--- src/rtl/instr_encoder_pkg.sv ---
// Shared opcode, mode and condition constants for the instruction encoder,
// plus helpers for legality, S-bit forcing and field re-decode.
package instr_encoder_pkg;

    localparam logic [1:0] MODE_DP  = 2'b00;
    localparam logic [1:0] MODE_MEM = 2'b01;
    localparam logic [1:0] MODE_BR  = 2'b10;

    localparam logic [3:0] OP_AND = 4'b0000;
    localparam logic [3:0] OP_EOR = 4'b0001;
    localparam logic [3:0] OP_SUB = 4'b0010;
    localparam logic [3:0] OP_ADD = 4'b0100;
    localparam logic [3:0] OP_ADC = 4'b0101;
    localparam logic [3:0] OP_SBC = 4'b0110;
    localparam logic [3:0] OP_RET = 4'b0111;
    localparam logic [3:0] OP_TST = 4'b1000;
    localparam logic [3:0] OP_CMP = 4'b1010;
    localparam logic [3:0] OP_ORR = 4'b1100;
    localparam logic [3:0] OP_MOV = 4'b1101;
    localparam logic [3:0] OP_MVN = 4'b1111;
    localparam logic [3:0] OP_LDR = 4'b0100;
    localparam logic [3:0] OP_B   = 4'b1001;
    localparam logic [3:0] OP_BL  = 4'b1011;

    localparam logic [3:0]  COND_AL   = 4'hE;
    localparam logic [31:0] TERM_WORD = {COND_AL, 3'b101, 1'b0, 24'hFFFFFE};

    typedef enum logic [1:0] {
        ST_IDLE,
        ST_WRITE,
        ST_TERM,
        ST_DONE
    } enc_state_e;

    function automatic logic is_legal(input logic [1:0] mode, input logic [3:0] opc);
        case (mode)
            MODE_DP:  return opc inside {OP_MOV, OP_MVN, OP_ADD, OP_ADC, OP_SUB, OP_SBC,
                                         OP_AND, OP_ORR, OP_EOR, OP_CMP, OP_TST, OP_RET};
            MODE_MEM: return opc == OP_LDR;
            MODE_BR:  return (opc == OP_B) || (opc == OP_BL);
            default:  return 1'b0;
        endcase
    endfunction

    function automatic logic force_s(input logic [1:0] mode, input logic [3:0] opc,
                                     input logic s);
        if (mode == MODE_DP && (opc == OP_CMP || opc == OP_TST)) return 1'b1;
        if (mode == MODE_DP && opc == OP_RET) return 1'b0;
        return s;
    endfunction

    // Recovers {mode, opCode, S} from word bits [27:20]; branches carry S=0.
    function automatic logic [6:0] redecode(input logic [7:0] f);
        if (f[7:5] == 3'b101) return {MODE_BR, (f[4] ? OP_BL : OP_B), 1'b0};
        return {f[7:6], f[4:1], f[0]};
    endfunction

endpackage

--- src/rtl/instr_encoder_if.sv ---
// Request channel and instruction-memory write channel of the encoder.
// master = encoder side, slave = request source / memory side.
interface instr_encoder_if #(
    parameter int unsigned ADDR_W = 32
);
    logic              req_valid;
    logic              req_ready;
    logic [3:0]        req_cond;
    logic [1:0]        req_mode;
    logic [3:0]        req_opCode;
    logic              req_S;
    logic              req_I;
    logic [3:0]        req_rn;
    logic [3:0]        req_rd;
    logic [11:0]       req_op2;
    logic [23:0]       req_imm24;
    logic              imem_we;
    logic [ADDR_W-1:0] imem_addr;
    logic [31:0]       imem_wdata;
    logic              imem_ack;

    modport master (
        input  req_valid, req_cond, req_mode, req_opCode, req_S, req_I,
               req_rn, req_rd, req_op2, req_imm24, imem_ack,
        output req_ready, imem_we, imem_addr, imem_wdata
    );

    modport slave (
        output req_valid, req_cond, req_mode, req_opCode, req_S, req_I,
               req_rn, req_rd, req_op2, req_imm24, imem_ack,
        input  req_ready, imem_we, imem_addr, imem_wdata
    );
endinterface

--- src/rtl/instr_encoder_fifo.sv ---
// instr_enc_fifo: DEPTH x WIDTH synchronous FIFO with occupancy count.
// Push while full and pop while empty are dropped.
module instr_enc_fifo #(
    parameter int unsigned DEPTH = 4,
    parameter int unsigned WIDTH = 32
) (
    input  logic                   clk,
    input  logic                   rst,
    input  logic                   push,
    input  logic                   pop,
    input  logic [WIDTH-1:0]       din,
    output logic [WIDTH-1:0]       dout,
    output logic                   full,
    output logic                   empty,
    output logic [$clog2(DEPTH):0] count
);
    localparam int unsigned PW = $clog2(DEPTH);
    localparam int unsigned CW = PW + 1;

    logic [WIDTH-1:0] mem_q [DEPTH];
    logic [PW-1:0]    wr_ptr_q, wr_ptr_d;
    logic [PW-1:0]    rd_ptr_q, rd_ptr_d;
    logic [CW-1:0]    count_q, count_d;
    logic             do_push, do_pop;

    assign full    = (count_q == CW'(DEPTH));
    assign empty   = (count_q == '0);
    assign count   = count_q;
    assign dout    = mem_q[rd_ptr_q];
    assign do_push = push && !full;
    assign do_pop  = pop && !empty;

    always_comb begin
        wr_ptr_d = wr_ptr_q;
        rd_ptr_d = rd_ptr_q;
        count_d  = count_q;
        if (do_push) wr_ptr_d = wr_ptr_q + PW'(1);
        if (do_pop)  rd_ptr_d = rd_ptr_q + PW'(1);
        case ({do_push, do_pop})
            2'b10:   count_d = count_q + CW'(1);
            2'b01:   count_d = count_q - CW'(1);
            default: count_d = count_q;
        endcase
    end

    always_ff @(posedge clk) begin
        if (rst) begin
            wr_ptr_q <= '0;
            rd_ptr_q <= '0;
            count_q  <= '0;
        end else begin
            wr_ptr_q <= wr_ptr_d;
            rd_ptr_q <= rd_ptr_d;
            count_q  <= count_d;
        end
    end

    always_ff @(posedge clk) begin
        if (do_push) mem_q[wr_ptr_q] <= din;
    end

endmodule

--- src/rtl/instr_encoder.sv ---
// Program loader: encodes symbolic instruction requests, queues them and
// writes them to imem, then a branch-to-self on seal. Option: INSTR_ENC_SELFCHECK_EN.
module instr_encoder
    import instr_encoder_pkg::*;
#(
    parameter int unsigned       DEPTH     = 4,
    parameter int unsigned       ADDR_W    = 32,
    parameter logic [ADDR_W-1:0] BASE_ADDR = '0
) (
    input  logic              clk,
    input  logic              rst,
    instr_encoder_if.master   bus,
    input  logic              seal,
    output logic              err,
    output logic              done
);
    localparam int unsigned CW = $clog2(DEPTH) + 1;

`ifdef INSTR_ENC_SELFCHECK_EN
    localparam int unsigned FW = 39;
`else
    localparam int unsigned FW = 32;
`endif

    enc_state_e        state_q, state_d;
    logic [ADDR_W-1:0] addr_q, addr_d;
    logic              err_q, err_d;

    logic          enc_legal, enc_s, accept, push, pop, last;
    logic [31:0]   enc_word, head_word;
    logic          fifo_full, fifo_empty, chk_fail;
    logic [CW-1:0] fifo_count;
    logic [FW-1:0] fifo_din, fifo_dout;
    logic          we;
    logic [31:0]   wdata;

    always_comb begin
        enc_legal = is_legal(bus.req_mode, bus.req_opCode);
        enc_s     = force_s(bus.req_mode, bus.req_opCode, bus.req_S);
        if (bus.req_mode == MODE_BR)
            enc_word = {bus.req_cond, 3'b101, (bus.req_opCode == OP_BL), bus.req_imm24};
        else
            enc_word = {bus.req_cond, bus.req_mode, bus.req_I, bus.req_opCode, enc_s,
                        bus.req_rn, bus.req_rd, bus.req_op2};
    end

    assign bus.req_ready = !fifo_full && (state_q != ST_DONE) && (state_q != ST_TERM);
    assign accept        = bus.req_valid && bus.req_ready;
    assign push          = accept && enc_legal;
    assign last          = (fifo_count == CW'(1));

`ifdef INSTR_ENC_SELFCHECK_EN
    // The expected fields ride in the FIFO beside the word they describe.
    assign fifo_din  = {bus.req_mode, bus.req_opCode,
                        ((bus.req_mode == MODE_BR) ? 1'b0 : enc_s), enc_word};
    assign head_word = fifo_dout[31:0];
    assign chk_fail  = (state_q == ST_WRITE) &&
                       (redecode(fifo_dout[27:20]) != fifo_dout[38:32]);
`else
    assign fifo_din  = enc_word;
    assign head_word = fifo_dout;
    assign chk_fail  = 1'b0;
`endif

    instr_enc_fifo #(
        .DEPTH (DEPTH),
        .WIDTH (FW)
    ) u_fifo (
        .clk   (clk),
        .rst   (rst),
        .push  (push),
        .pop   (pop),
        .din   (fifo_din),
        .dout  (fifo_dout),
        .full  (fifo_full),
        .empty (fifo_empty),
        .count (fifo_count)
    );

    always_comb begin
        state_d = state_q;
        addr_d  = addr_q;
        err_d   = err_q | (accept && !enc_legal);
        pop     = 1'b0;
        we      = 1'b0;
        wdata   = '0;
        case (state_q)
            ST_IDLE: begin
                if (seal && fifo_empty && !push) state_d = ST_TERM;
                else if (!fifo_empty)            state_d = ST_WRITE;
            end
            ST_WRITE: begin
                if (chk_fail) begin
                    pop   = 1'b1;
                    err_d = 1'b1;
                    if (last && !push) state_d = ST_IDLE;
                end else begin
                    we    = 1'b1;
                    wdata = head_word;
                    if (bus.imem_ack) begin
                        pop    = 1'b1;
                        addr_d = addr_q + ADDR_W'(4);
                        if (last && !push) state_d = ST_IDLE;
                    end
                end
            end
            ST_TERM: begin
                we    = 1'b1;
                wdata = TERM_WORD;
                if (bus.imem_ack) begin
                    addr_d  = addr_q + ADDR_W'(4);
                    state_d = ST_DONE;
                end
            end
            default: ;
        endcase
    end

    always_ff @(posedge clk) begin
        if (rst) begin
            state_q <= ST_IDLE;
            addr_q  <= BASE_ADDR;
            err_q   <= 1'b0;
        end else begin
            state_q <= state_d;
            addr_q  <= addr_d;
            err_q   <= err_d;
        end
    end

    assign bus.imem_we    = we;
    assign bus.imem_wdata = wdata;
    assign bus.imem_addr  = addr_q;
    assign err            = err_q;
    assign done           = (state_q == ST_DONE);

endmodule

--- src/flat_wrapper.sv ---
// flat-port wrapper written by rule: the top's interface ports become plain ports
module instr_encoder_flat import instr_encoder_pkg::*;
#(
    parameter int unsigned       DEPTH     = 4,
    parameter int unsigned       ADDR_W    = 32,
    parameter logic [ADDR_W-1:0] BASE_ADDR = '0
)
  (clk, rst, seal, err, done, bus_req_valid, bus_req_cond, bus_req_mode, bus_req_opCode, bus_req_S, bus_req_I, bus_req_rn, bus_req_rd, bus_req_op2, bus_req_imm24, bus_imem_ack, bus_req_ready, bus_imem_we, bus_imem_addr, bus_imem_wdata);
  instr_encoder_if #(.ADDR_W(ADDR_W)) bus_i ();
  input  logic clk;
  input  logic rst;
  input  logic seal;
  output logic err;
  output logic done;
  input wire logic [$bits(bus_i.req_valid)-1:0] bus_req_valid;
  input wire logic [$bits(bus_i.req_cond)-1:0] bus_req_cond;
  input wire logic [$bits(bus_i.req_mode)-1:0] bus_req_mode;
  input wire logic [$bits(bus_i.req_opCode)-1:0] bus_req_opCode;
  input wire logic [$bits(bus_i.req_S)-1:0] bus_req_S;
  input wire logic [$bits(bus_i.req_I)-1:0] bus_req_I;
  input wire logic [$bits(bus_i.req_rn)-1:0] bus_req_rn;
  input wire logic [$bits(bus_i.req_rd)-1:0] bus_req_rd;
  input wire logic [$bits(bus_i.req_op2)-1:0] bus_req_op2;
  input wire logic [$bits(bus_i.req_imm24)-1:0] bus_req_imm24;
  input wire logic [$bits(bus_i.imem_ack)-1:0] bus_imem_ack;
  output wire logic [$bits(bus_i.req_ready)-1:0] bus_req_ready;
  output wire logic [$bits(bus_i.imem_we)-1:0] bus_imem_we;
  output wire logic [$bits(bus_i.imem_addr)-1:0] bus_imem_addr;
  output wire logic [$bits(bus_i.imem_wdata)-1:0] bus_imem_wdata;
  assign bus_i.req_valid = bus_req_valid;
  assign bus_i.req_cond = bus_req_cond;
  assign bus_i.req_mode = bus_req_mode;
  assign bus_i.req_opCode = bus_req_opCode;
  assign bus_i.req_S = bus_req_S;
  assign bus_i.req_I = bus_req_I;
  assign bus_i.req_rn = bus_req_rn;
  assign bus_i.req_rd = bus_req_rd;
  assign bus_i.req_op2 = bus_req_op2;
  assign bus_i.req_imm24 = bus_req_imm24;
  assign bus_i.imem_ack = bus_imem_ack;
  assign bus_req_ready = bus_i.req_ready;
  assign bus_imem_we = bus_i.imem_we;
  assign bus_imem_addr = bus_i.imem_addr;
  assign bus_imem_wdata = bus_i.imem_wdata;
  instr_encoder #(.DEPTH(DEPTH), .ADDR_W(ADDR_W), .BASE_ADDR(BASE_ADDR)) u_core (.clk(clk), .rst(rst), .bus(bus_i), .seal(seal), .err(err), .done(done));
endmodule
--- config.mk ---
export PLATFORM = sky130hd
export DESIGN_NAME = instr_encoder_flat
export DESIGN_NICKNAME = d
export VERILOG_FILES = /design/src/rtl/instr_encoder_pkg.sv /design/src/rtl/instr_encoder_if.sv /design/src/rtl/instr_encoder_fifo.sv /design/src/rtl/instr_encoder.sv /design/src/flat_wrapper.sv
export SDC_FILE = /design/constraint.sdc
export NUM_CORES = 1
export LEC_CHECK = 0
export CORE_ASPECT_RATIO = 0.8
export CORE_UTILIZATION = 48
export CTS_CLUSTER_DIAMETER = 30
export DETAILED_ROUTE_END_ITERATION = 7
export MAX_ROUTING_LAYER = met4
export PLACE_DENSITY = 0.76
export SETUP_SLACK_MARGIN = 0.4
export SYNTH_ARGS = -nofsm -noshare
export SYNTH_HDL_FRONTEND = slang
export SYNTH_HIERARCHICAL = 1
export SYNTH_SLANG_ARGS = --single-unit
export TNS_END_PERCENT = 5
--- constraint.sdc ---
create_clock -name clk -period 2.6 [get_ports clk]
set_input_delay 0.52 -clock clk [delete_from_list [all_inputs] [get_ports clk]]
set_output_delay 0.52 -clock clk [all_outputs]
set_load 0.005 [all_outputs]
* After elaboration in Yosys (flattened, before gate mapping) *
Memories as Yosys holds them, arrays and structs flattened. A register that Yosys moved wholly into a read port is not among the register bits.
Cells that the tools add are included.
Widths: inputs -> output; s select.

word-level totals
  register bits = 42
  bits in writable memories = 128
  input bits = 61
  output and inout bits = 68
  logic and storage cells = 93
  memories kept = 1

memories
  name                 depth  width  read ports  clocked after memory_dff  wr ports  RTL line                  source
  u_core.u_fifo.mem_q  4      32     1           1                         1         instr_encoder_fifo.sv:20  logic [WIDTH-1:0] mem_q [DEPTH];

cells by class
  $add $sub $neg = 5
  eq/ne operators = 28
  multiplexer cells = 24
  bitwise operators = 1
  reduce and logical (&&, ||, !) cells = 28

operators by type and width
  cell                   number
  $pmux 32 s2            1
  $add 32x3->32 const B  1
  $eq 4x4->1 const B     7
  $mux 28                1
  $eq 4x3->1 const B     4
  $mux 2                 7
  $logic_and 1x1->1      12
  $mux 1                 12
  $reduce_bool 12->1     1
  $eq 2x2->1 const B     4
  $ne 2x2->1 const B     4
  $eq 2x1->1 const B     3
  $pmux 2 s3             1
  $pmux 3 s2             1
  $reduce_and 5->1       1
  $add 2x1->2 const B    2
  $eq 4x1->1 const B     1
  $eq 4x2->1 const B     1
  $logic_not 1->1        4
  $logic_not 2->1        2
  $logic_not 4->1        1
  $add 3x1->3 const B    1
  $eq 3x1->1 const B     1
  $eq 3x3->1 const B     1
  11 further kinds       12

* Depth between registers and ports, before layout *
Gate-level depths: netlist of the first run.

  depth after elaboration = 11
  mapped depth = 14
  mapped depth without buffers = 14

* Modules after synthesis *
Netlist of the first run, hierarchy kept.

modules (own cells, without submodules)
  module          instances  cells each  area each (sq um)  sequential area each (sq um)
  instr_enc_fifo  1          221         5,143.7            4,023.9
  instr_encoder   1          296         2,399.8            660.6

* Worst setup path after synthesis of the first run *
No wires, ideal clock.

  path kind = input-to-reg
  start = input port bus_req_opCode[0]
  end = memory u_core.u_fifo.mem_q[2][10], enable pin
  arrival = 2,439 ps
  path slack = -231 ps
  stages = 8
  cells stage by stage = clkbuf_1 nor4b_1 nand2_1 o21a_1 nor2_1 inv_1 nor2_1 and2_1

on the way
  cells in the longest elaborated chain, start to end = 7
  elaborated cells between the ends (all ways) = 21

RTL lines
  item                                                    RTL line                                          source
  start: declaration                                      flat_wrapper.sv:18                                input wire logic [$bits(bus_i.req_opCode)-1:0] bus_req_opCode;
  $eq 4x4->1, or another cell as far along                instr_encoder_pkg.sv:37                           MODE_DP: return opc inside {OP_MOV, OP_MVN, OP_ADD, OP_ADC, OP_SUB, OP_SBC,
  $reduce_bool 12->1 or $logic_or 1x1->1 (tied branches)  instr_encoder_pkg.sv:37, instr_encoder_pkg.sv:40
  $pmux 1 s3 (*)                                          instr_encoder_pkg.sv:36                           case (mode)
  $logic_and 1x1->1 (*)                                   instr_encoder.sv:49                               assign push = accept && enc_legal;
  net u_core.push                                         instr_encoder.sv:29                               logic enc_legal, enc_s, accept, push, pop, last;
  $logic_and 1x1->1 (*)                                   instr_encoder_fifo.sv:30                          assign do_push = push && !full;
  $mux 1 (*)                                              instr_encoder_fifo.sv:59                          if (do_push) mem_q[wr_ptr_q] <= din;
  $mux 1 (implied by the code) (*)                        instr_encoder_fifo.sv:59
  end: declaration                                        instr_encoder_fifo.sv:20

Mark *: on every way through the listed nets, which the timed path passes. The rest lies on a longest branch.

* Worst setup path in the final report of the first run *
  start = input port bus_req_opCode[1]
  end = register u_core.u_fifo.count_q[2], in the netlist u_core/u_fifo/count[2]

on the way
  cells in the longest elaborated chain, start to end = 7
  elaborated cells between the ends (all ways) = 23

RTL lines
  item                                                    RTL line                                          source
  $eq 4x4->1, or another cell as far along                instr_encoder_pkg.sv:37
  $reduce_bool 12->1 or $logic_or 1x1->1 (tied branches)  instr_encoder_pkg.sv:37, instr_encoder_pkg.sv:40
  $pmux 1 s3 (*)                                          instr_encoder_pkg.sv:36
  $logic_and 1x1->1 (*)                                   instr_encoder.sv:49
  net u_core.push                                         instr_encoder.sv:29
  $logic_and 1x1->1 (*)                                   instr_encoder_fifo.sv:30
  $eq 2x1->1 or $eq 2x2->1 (tied branches)                instr_encoder_fifo.sv:39                          case ({do_push, do_pop})
  $pmux 3 s2 or $reduce_bool 2->1 (tied branches)         -
  end signal: assignment                                  instr_encoder_fifo.sv:54                          count_q <= count_d;
  end: declaration                                        instr_encoder_fifo.sv:23                          logic [CW-1:0] count_q, count_d;

Marked as above.
A chain may end at the register's enable or synchronous reset.

==> results of run 1 <==
## routing by layer
layer / up-vias / wire [um] / global-route usage [%]
met5: - / 0 / -
met4: 0 / 288 / 9.68
met3: 20 / 889 / 4.77
met2: 152 / 9290 / 39.2
met1: 2507 / 7500 / 30.0
li1: 2342 / - / -
## cell type report
cell class	instances	share of cell area, %
clock buffer	19	4.17
clock inverter	13	1.45
inverter	20	0.724
multi-input combinational	297	26.2
sequential	170	45.3
tap	210	2.53
timing repair buffer	203	19.6
## path summary, 6_finish.rpt
| check | from | end | slack, ns | cells past startpoint |
|---|---|---|---|---|
| worst max-delay path | bus_req_opCode[1] | u_core/u_fifo/count[2] | 0.08 | 14 |
| worst min-delay path | bus_req_mode[1] | u_core/u_fifo/mem_q[2][27] | 0.48 | 2 |
| worst max register to register | u_core/state_q[0] | u_core/u_fifo/count[2] | 0.10 | 14 |
| worst min register to register | u_core/u_fifo/rd_ptr_q[1] | flip-flop | 0.48 | 2 |
## cell families (layout without fill, tap and decap cells)
family / after synthesis / in the layout / synth area share, %
AO/OA/AOI/OAI: 66 / 66 / 5.79
XOR/XNOR: 28 / 28 / 3.25
adder cells (fa/ha/maj): 11 / 11 / 1.92
buffers and inverters: 51 / 255 / 3.58
flip-flops: 170 / 170 / 62.1
multiplexers: 58 / 58 / 13.5
other: 1 / 2 / 0.0497
AND/OR/NAND/NOR: 132 / 132 / 9.82
## registers in the layout, indices dropped and copies added, names as in the netlist, named ones only
signal,cells
u_core/bus.imem_addr,30
u_core/err,1
u_core/state_q,2
u_core/u_fifo/count,3
u_core/u_fifo/mem_q,128
u_core/u_fifo/rd_ptr_q,2
u_core/u_fifo/wr_ptr_q,2
## worst max-delay path, stage by stage
cell and delay, ns:
dlygate4sd2_1 0.25, a211oi_1 0.36, nor4_4 0.10, o21a_1 0.22
nor2_1 0.14, inv_2 0.07, nor2_4 0.12, inv_2 0.05
ha_4 0.16, inv_2 0.05, fa_2 0.20, xor2_2 0.08
or3_4 0.39, a21oi_2 0.15
## power by group
| part | total, W | internal (W) | switching (W) |
|---|---|---|---|
| registers | 0.00306 | 0.00301 | 0.0000455 |
| logic | 0.00124 | 0.000679 | 0.000564 |
| clock network | 0.00251 | 0.00150 | 0.00101 |
## cell usage after synthesis (12+ instances only)
| cell type | instances | area share (%) |
|---|---|---|
| dfxtp_1 | 42 | 11 |
| clkbuf_1 | 15 | 0.75 |
| edfxtp_1 | 128 | 51 |
| nand2_1 | 18 | 0.90 |
| a21oi_1 | 14 | 0.93 |
| mux4_2 | 30 | 9.0 |
| nand3_1 | 12 | 0.80 |
| a21o_1 | 28 | 2.8 |
| nor2_1 | 38 | 1.9 |
| inv_1 | 20 | 1.0 |
| mux2_2 | 23 | 3.4 |
| xnor2_1 | 17 | 2.0 |
| o21ai_0 | 13 | 0.86 |
## per-stage QoR
step	setup slack, ns	hold slack, ns
2_1_floorplan	-0.0941	0.459
3_3_place_gp	-0.652	0.455
3_5_place_dp	-0.912	0.471
4_1_cts	0.0606	0.447
5_1_grt	0.0200	0.464
6_report	0.0817	0.476
## repair_timing
action / in CTS / in global routing
resized for setup: 169 / 15
hold buffers: 0 / 0
cloned: 6 / 0
pin swaps: 35 / 13
setup endpoints to repair: 178 / 178
buffers inserted: 23 / 2
==> results.tsv, run 1 <==
stage	metric	value	unit
clock_tree	path_clk_slew	0.07	ns
worst_setup_path	startpoint_type	input port	
logic_synthesis	syn_inst	517	
sta	min_period_over_period	96.9	%
sta	rsz0062_at_grt	yes	
clock_tree	cts_root_buffer	clkbuf_16	
status	status	complete, no violations	
clock_tree	cts_buffers	17	
sta	slew_violations	0	
clock_tree	htree_levels	4	
logic_synthesis	ys_async_sr_fraction	0	%
floorplanning	die_x	142	um
floorplanning	row_count	40	
layout	area_growth	37.5	%
sta	max_freq	0.397	GHz
sta	worstMarginPinSlew	0.654	ns
layout	nNetsFinal	781	
power_and_ir_drop	power	0.00681	W
power_and_ir_drop	power_density	657	nW/um2
global_route	grt_first_pass_wirelength	28.0	mm
clock_tree	cts.sinks	170	
global_route	overflow	0	
worst_hold_path	min_path_type	input port to flip-flop	
placed_design	gp_congestion	0.842	
sta	hold_viol_final	0	
drt	wire_per_inst	19.3	um
layout	post-route-util	68.4	%
logic_synthesis	synth.cell_area	7540	um2
floorplanning	pin_count	129	
clock_tree	cts_max_path_buffers	2	
layout	drive_gt1_share	32.0	%
clock_tree	cts_tree	yes	
logic_synthesis	synthFlopType	edfxtp_1	
drt	drc	0	
worst_setup_path	endpoint_kind	flip-flop	
logic_synthesis	synth.distinct_cells	54	
drt	dr.pass1.iters	4	
placed_design	dpl.cell_count	869	
layout	multiInputGateArea	2720	um2
global_route	grt_pass1_vias	5351	
drt	vias_per_cell	5.39	
placed_design	placedInstanceArea	9380	um2
sta	setup_tns	0	ns
worst_setup_path	worstSetupPathType	input port to flip-flop	
global_route	grt_max_degree	28	
layout	stdcell_area	10400	um2
global_route	grt_usage	24.1	%
floorplanning	start_util	49.7	%
layout	final_common_cell	edfxtp_1	
layout	fillCellCount	1033	
logic_synthesis	synth_enable_flop_cells	128	
placed_design	io_buffers	126	
worst_setup_path	cp.arrival	2.85	ns
power_and_ir_drop	p_leak	3.85	nW
clock_tree	clk_latency	0.42	ns
power_and_ir_drop	ir_worst_vdd	0.734	mV
floorplanning	die_area	16200	um2
logic_synthesis	seq_area_frac_synth	62.1	%
logic_synthesis	yosysWarnings	6	
layout	diodes	0	
drt	drt_iter0_markers	380	
sta	skew	0.0104	ns
logic_synthesis	ys_ff_latch	170	
drt	vias	5021	
sta	setup_viol	0	
worst_setup_path	worst-path-max-fanout	2	
layout	final_cell_mix	edfxtp_1, clkdlybuf4s50_1, buf_4, dfxtp_1, nor2_1	
floorplanning	die_h	114	um
logic_synthesis	avgSynthCellArea	14.6	um2
worst_setup_path	critPathRequiredTime	2.93	ns
placed_design	hpwl	11.7	mm
global_route	antenna_found_initial	0	
sta	slew_headroom	56.3	%
floorplanning	coreArea	15200	um2
layout	instances_no_fill	932	
flow_run	max_cap_viol_count	0	
layout	regArea	4700	um2
drt	drt_wl_total	18.0	mm
sta	period_needed	2.52	ns
drt	drt.antenna.violating_nets	0	
Note: power is estimated with default switching activity, not from simulation.
==> run 2, diff against run 1 <==
CORE_ASPECT_RATIO = not set   (was 0.8)
CORE_UTILIZATION = 50   (was 48)
DONT_BUFFER_PORTS = 1   (was not set)
PLACE_DENSITY = 0.68   (was 0.76)
==> results.tsv, run 2 (synthesis results as in run 1) <==
stage	metric	value	unit	change
sta	hold_viol_final	0		unchanged
layout	diodes	0		unchanged
worst_setup_path	startpoint_type	flip-flop		was input port
floorplanning	start_util	51.5	%	was 49.7%
power_and_ir_drop	p_leak	3.06	nW	was 3.85 nW
worst_setup_path	endpoint_kind	flip-flop		unchanged
layout	final_cell_mix	edfxtp_1, dfxtp_1, nor2_1, mux4_2, a21o_1		was edfxtp_1, clkdlybuf4s50_1, buf_4, dfxtp_1, nor2_1
clock_tree	hold_buffers	0		unchanged
clock_tree	cts_buffers	17		unchanged
global_route	grt_pass1_vias	4479		was 5351
placed_design	hpwl	9.86	mm	was 11.7 mm
worst_setup_path	cp.arrival	2.69	ns	was 2.85 ns
placed_design	gp_congestion	0.814		was 0.842
layout	top_register	u_core/u_fifo/mem_q		unchanged
layout	largest_reg_flops	128		unchanged
clock_tree	cts_max_path_buffers	2		unchanged
worst_setup_path	critical_path.slowest_cell	dfxtp_4		was or3_4
global_route	overflow	0		unchanged
worst_setup_path	critPathRequiredTime	2.95	ns	was 2.93 ns
clock_tree	htree_levels	4		unchanged
worst_setup_path	worstRegToRegCells	14		unchanged
layout	final_common_cell	edfxtp_1		unchanged
layout	multiInputGateArea	2650	um2	was 2720 um2
floorplanning	row_count	44		was 40
worst_setup_path	r2r-end	u_core/u_fifo/count[2]		unchanged
floorplanning	die_area	15600	um2	was 16200 um2
drt	dr.pass1.iters	6		was 4
status	status	finished with violations		was complete, no violations
worst_setup_path	worstSetupPathType	flip-flop to flip-flop		was input port to flip-flop
placed_design	io_buffers	0		was 126
floorplanning	die_x	125	um	was 142 um
sta	period_needed	2.34	ns	was 2.52 ns
sta	skew	0.00759	ns	was 0.0104 ns
worst_setup_path	ff2ff_setup_slack	0.26	ns	was 0.10 ns
placed_design	post-place-ws	-0.102	ns	was -0.912 ns
status	violations	design-rule violations		
worst_setup_path	critPathMaxStageDelay	0.36	ns	was 0.39 ns
floorplanning	die_h	125	um	was 114 um
clock_tree	path_clk_slew	0.06	ns	was 0.07 ns
worst_setup_path	r2r_start	u_core/state_q[0]		unchanged
drt	vias_per_cell	5.83		was 5.39
clock_tree	cts.sinks	170		unchanged
sta	setup_viol	0		unchanged
power_and_ir_drop	power_density	735	nW/um2	was 657 nW/um2
layout	area_growth	15.4	%	was 37.5%
layout	drive_gt1_share	27.3	%	was 32.0%
worst_setup_path	path_cells	inv_2 -> ha_1 -> nor3_2 -> nand2_1 -> nor2_1 -> inv_1 -> nor2_4 -> inv_1 -> ha_2 -> inv_1 -> fa_2 -> xor2_1 -> or3_1 -> a21oi_1		was dlygate4sd2_1 -> a211oi_1 -> nor4_4 -> o21a_1 -> nor2_1 -> inv_2 -> nor2_4 -> inv_2 -> ha_4 -> inv_2 -> fa_2 -> xor2_2 -> or3_4 -> a21oi_2
drt	wire_per_inst	20.9	um	was 19.3 um
floorplanning	coreArea	14600	um2	was 15200 um2
worst_hold_path	min_path_type	input port to flip-flop		unchanged
global_route	grt_usage	21.3	%	was 24.1%
clock_tree	clk_latency	0.43	ns	was 0.42 ns
global_route	grt_max_degree	45		was 28
global_route	grt_first_pass_wirelength	23.9	mm	was 28.0 mm
layout	post-route-util	59.4	%	was 68.4%
clock_tree	cts_tree	yes		unchanged
power_and_ir_drop	ir_worst_vdd	0.483	mV	was 0.734 mV
drt	vias	4304		was 5021
worst_setup_path	cpMostUsedCell	inv_1		was inv_2
worst_setup_path	path_delay_family	adder cells		was simple AND/OR/NAND/NOR gates
sta	slew_violations	0		unchanged
sta	fin_ws	0.261	ns	was 0.0817 ns
worst_setup_path	path_buf_inv	4		unchanged
flow_run	max_cap_viol_count	0		unchanged
drt	drt_iter0_markers	324		was 380
sta	max_freq	0.428	GHz	was 0.397 GHz
worst_hold_path	worstHoldStart	rst		was bus_req_mode[1]
drt	drt_wl_total	15.4	mm	was 18.0 mm
floorplanning	pin_count	129		unchanged
global_route	antenna_found_initial	0		unchanged
drt	drt.antenna.violating_nets	0		unchanged
sta	min_period_over_period	89.9	%	was 96.9%
clock_tree	cts_root_buffer	clkbuf_16		unchanged
drt	drc	17		was 0
worst_hold_path	holdPathStages	1		was 2
worst_setup_path	worst-path-max-fanout	4		was 2
worst_hold_path	hold_end	u_core/bus.imem_addr[30]		was u_core/u_fifo/mem_q[2][27]
layout	fillCellCount	1075		was 1033
sta	rsz0062_at_grt	yes		unchanged
layout	nNetsFinal	613		was 781
layout	regArea	4700	um2	unchanged
[run 2: worst register-to-register path: stages (launching register included)]
cell and delay, ns:
dfxtp_4 0.36, inv_2 0.08, ha_1 0.25, nor3_2 0.06, nand2_1 0.09, nor2_1 0.05
inv_1 0.11, nor2_4 0.04, inv_1 0.05, ha_2 0.17, inv_1 0.05, fa_2 0.33
xor2_1 0.16, or3_1 0.33, a21oi_1 0.14
[run 2: metal layers]
| metal | vias to the layer above | wire length, um | global-route usage, % |
|---|---|---|---|
| met5 | - | 0 | - |
| li1 | 2004 | - | - |
| met2 | 102 | 8020 | 35.0 |
| met3 | 18 | 848 | 5.71 |
| met4 | 0 | 221 | 8.68 |
| met1 | 2180 | 6330 | 24.8 |
[run 2: cell type report]
| class | count | area share [%] |
|---|---|---|
| clock buffers | 18 | 4.93 |
| flip-flops and latches | 170 | 54.0 |
| inverters | 20 | 0.862 |
| well taps | 184 | 2.64 |
| multi-input cells | 297 | 30.5 |
| clock inverters | 14 | 1.68 |
| repair buffers | 35 | 5.45 |
[run 2: worst max-delay path by stage]
stage	start	endpoint	depth (start not counted)	slack, ns
final	u_core/state_q[0]	u_core/u_fifo/count[2]	14	0.26
after global routing	u_core/state_q[0]	u_core/u_fifo/count[2]	14	0.18
after CTS	u_core/state_q[0]	bus_imem_wdata[27]	6	0.20
after detailed placement	bus_req_opCode[0]	u_core/u_fifo/count[2]	13	-0.10
after global placement	bus_req_opCode[0]	u_core/u_fifo/count[2]	13	-0.03
after floorplan	bus_req_opCode[0]	u_core/u_fifo/count[2]	14	-0.09
[run 2: power by group]
group          total, W  internal (W)  switching [W]
combinational  0.000892      0.000433       0.000459
sequential      0.00307       0.00302      0.0000520
clock           0.00244       0.00142        0.00102
total           0.00640       0.00486        0.00153
[run 2: stage by stage]
stage	hold slack, ns	power, W	instance area, um2	TNS [ns]	cells
after floorplan	0.459	0.00365	7580	-0.0941	518
after global placement	0.458	0.00384	7920	-0.0345	697
after detailed placement	0.470	0.00387	7920	-0.102	697
after CTS	0.143	0.00636	8590	0	733
after global routing	0.146	0.00662	8700	0	738
final	0.162	0.00640	8700	0	738
[run 2: repair_timing]
action / 4_1_cts / 5_1_grt
resized for setup: 19 / 12
buffers inserted: 2 / 3
gates cloned: 2 / 2
endpoints found under the setup margin: 79 / 164
pin swaps: 1 / 5
==> run 3, diff against run 2 <==
SLEW_MARGIN = 20   (was not set)
==> results of run 3 <==
The final DEF is identical to that of run 2; final timing and power are the same.
==> RTL change, RTL diff (settings of run 3) <==
Reset style: asynchronous (`rst`), changed in 2 clocked blocks.
--- a/src/rtl/instr_encoder_fifo.sv
+++ b/src/rtl/instr_encoder_fifo.sv
@@ -44,5 +44,5 @@
     end
 
-    always_ff @(posedge clk) begin
+    always_ff @(posedge clk or posedge rst) begin
         if (rst) begin
             wr_ptr_q <= '0;
--- a/src/rtl/instr_encoder.sv
+++ b/src/rtl/instr_encoder.sv
@@ -117,5 +117,5 @@
     end
 
-    always_ff @(posedge clk) begin
+    always_ff @(posedge clk or posedge rst) begin
         if (rst) begin
             state_q <= ST_IDLE;
Check against the original RTL: differs if rst is asserted again (counterexample within 4 cycles, from zero or initial values and one cycle with rst high); with rst held inactive, the same outputs for 4 cycles.
==> RTL change against run 3 <==
- hold slack improved by 30 ps
- area after synthesis decreased by 2.4%
- setup slack lost 88 ps
- routed wire length is 5.7% lower
- synthesized cell count is 9.9% lower
- cell area rose by 0.96%
- sequential cell count shrank 2
- count of clock-buffer cells in the layout did not move
Power is not compared: it rests on default switching activity, and its combinational part moved more than twofold at a synthesized area within 25%.
==> RTL change: results (changes against run 3) <==
| Metric | Value |
|---|---|
| Met3 WL | 1012 µm (was 848 µm) |
| Sequential cell area fraction in the yosys report | 0.6578 (was 0.6210) |
| Commonest cells in the netlist | 128 x edfxtp_1, 67 x nor2_1, 40 x dfrtp_1 (was 128 x edfxtp_1, 42 x dfxtp_1, 38 x nor2_1) |
| CTS resizes | 37 (was 19) |
| Library cells used by synthesis | 49 (was 54) |
| Dpl hpwl | 8852 µm (was 9865 µm) |
| Reg2reg start | u_core/state_q[0]$_DFFE_PP0P_ (was u_core/state_q[0]$_SDFFE_PP0P_) |
| Post-Place Cell Area | 0.007687 mm² (was 0.007919 mm²) |
| Via Count | 3962 (was 4304) |
| Worst setup margin | 173.7 ps (was 261.3 ps) |
| Worst hold path stage count | 0 (was 1) |
| Gpl congestion | 0.7835 (was 0.8135) |
| Largest net degree at the start of global routing | 33 (was 45) |
| Share of post-route cells with drive strength above 1 | 0.3294 (was 0.2726) |
| Routed length per placed instance | 20.98 µm (was 20.89 µm) |
| WHS | 191.1 ps (was 161.5 ps) |
| Dpl cells | 643 (was 697) |
| Outcome | completed (was complete, but fails checks) |
| Hold path startpoint | bus_req_cond[1] (was rst) |
| Worst Path Arrival | 1910 ps (was 2690 ps) |
| Reg-to-reg endpoint | u_core/bus.imem_addr[25]$_DFFE_PP0P_ (was u_core/u_fifo/count[2]$_SDFFE_PP0P_) |
| Async set-reset flop share out of synthesis | 0.2381 (was 0) |
| Vias per std cell | 5.717 (was 5.832) |
| Main area contributors after synthesis | edfxtp_1 52%, dfrtp_1 14%, mux4_2 8.6% (was edfxtp_1 51%, dfxtp_1 11%, mux4_2 9.0%) |
| Critical Path End | bus_imem_wdata[5] (was u_core/u_fifo/count[2]$_SDFFE_PP0P_) |
| GR Util All Layers | 0.2106 (was 0.2128) |
| Hold Buf Count CTS | 1 (was 0) |
| Hold EP | u_core/u_fifo/mem_q[1][29]$_DFFE_PP_ (was u_core/bus.imem_addr[30]$_SDFFE_PP0P_) |
| Global-route wire length before repair | 22000 µm (was 23940 µm) |
-- RTL change: cell types whose count changed in the layout (fill, tap and decap cells not counted), sizes merged, moves of 6 or more --
cell	change
nor3	-6
and2	+6
dfxtp	-42
nor2	+29
xnor2	+10
a21o	-27
a21oi	-8
or3	-9
inv	-8
dfrtp	+40
o21ai	-8
nor4	-11
nand3	-6
-- RTL change: cells by family (layout without fill, tap and decap cells) --
kind of cell | after synthesis | after routing | share of synthesized area
xor+xnor | 35 | 35 | 0.04163
other cells | 1 | 2 | 0.0005092
simple gates | 138 | 138 | 0.09344
buf+inv | 36 | 82 | 0.02769
compound gates | 18 | 18 | 0.01818
fa+ha+maj | 11 | 11 | 0.01971
mux | 59 | 59 | 0.1410
flops | 168 | 168 | 0.6578
-- RTL change: area by class of cell --
cell class | instances | area (µm²)
fill | 1014 | 5361
sequential | 168 | 4852
multi-input combinational | 263 | 2542
timing repair buffer | 35 | 501.7
clock buffer | 18 | 429.2
tap | 180 | 225.2
clock inverter | 14 | 181.4
inverter | 15 | 56.30
-- RTL change: power by group through the flow --
| stage | logic (mW) | clock network [mW] | registers, mW |
|---|---|---|---|
| 4_1_cts | 3.02 | 2.64 | 3.39 |
| 3_5_place_dp | 2.28 | 0 | 3.46 |
| 6_report | 3.28 | 2.58 | 3.41 |
| 2_1_floorplan | 1.84 | 0 | 3.34 |
| 3_3_place_gp | 2.23 | 0 | 3.44 |
| 5_1_grt | 3.57 | 2.74 | 3.44 |
-- RTL change: layer usage --
metal  up-vias  GRT usage
met1      2016     0.2470
met4         0    0.06476
met3        12    0.07103
met5         -          -
met2       141     0.3439
li1       1793          -
-- RTL change: critical path, cell delays in order, from the launching register on --
cell	delay, ps
dfrtp_4	500
buf_12	190
mux4_2	510
nor2_1	220
nor2_4	70
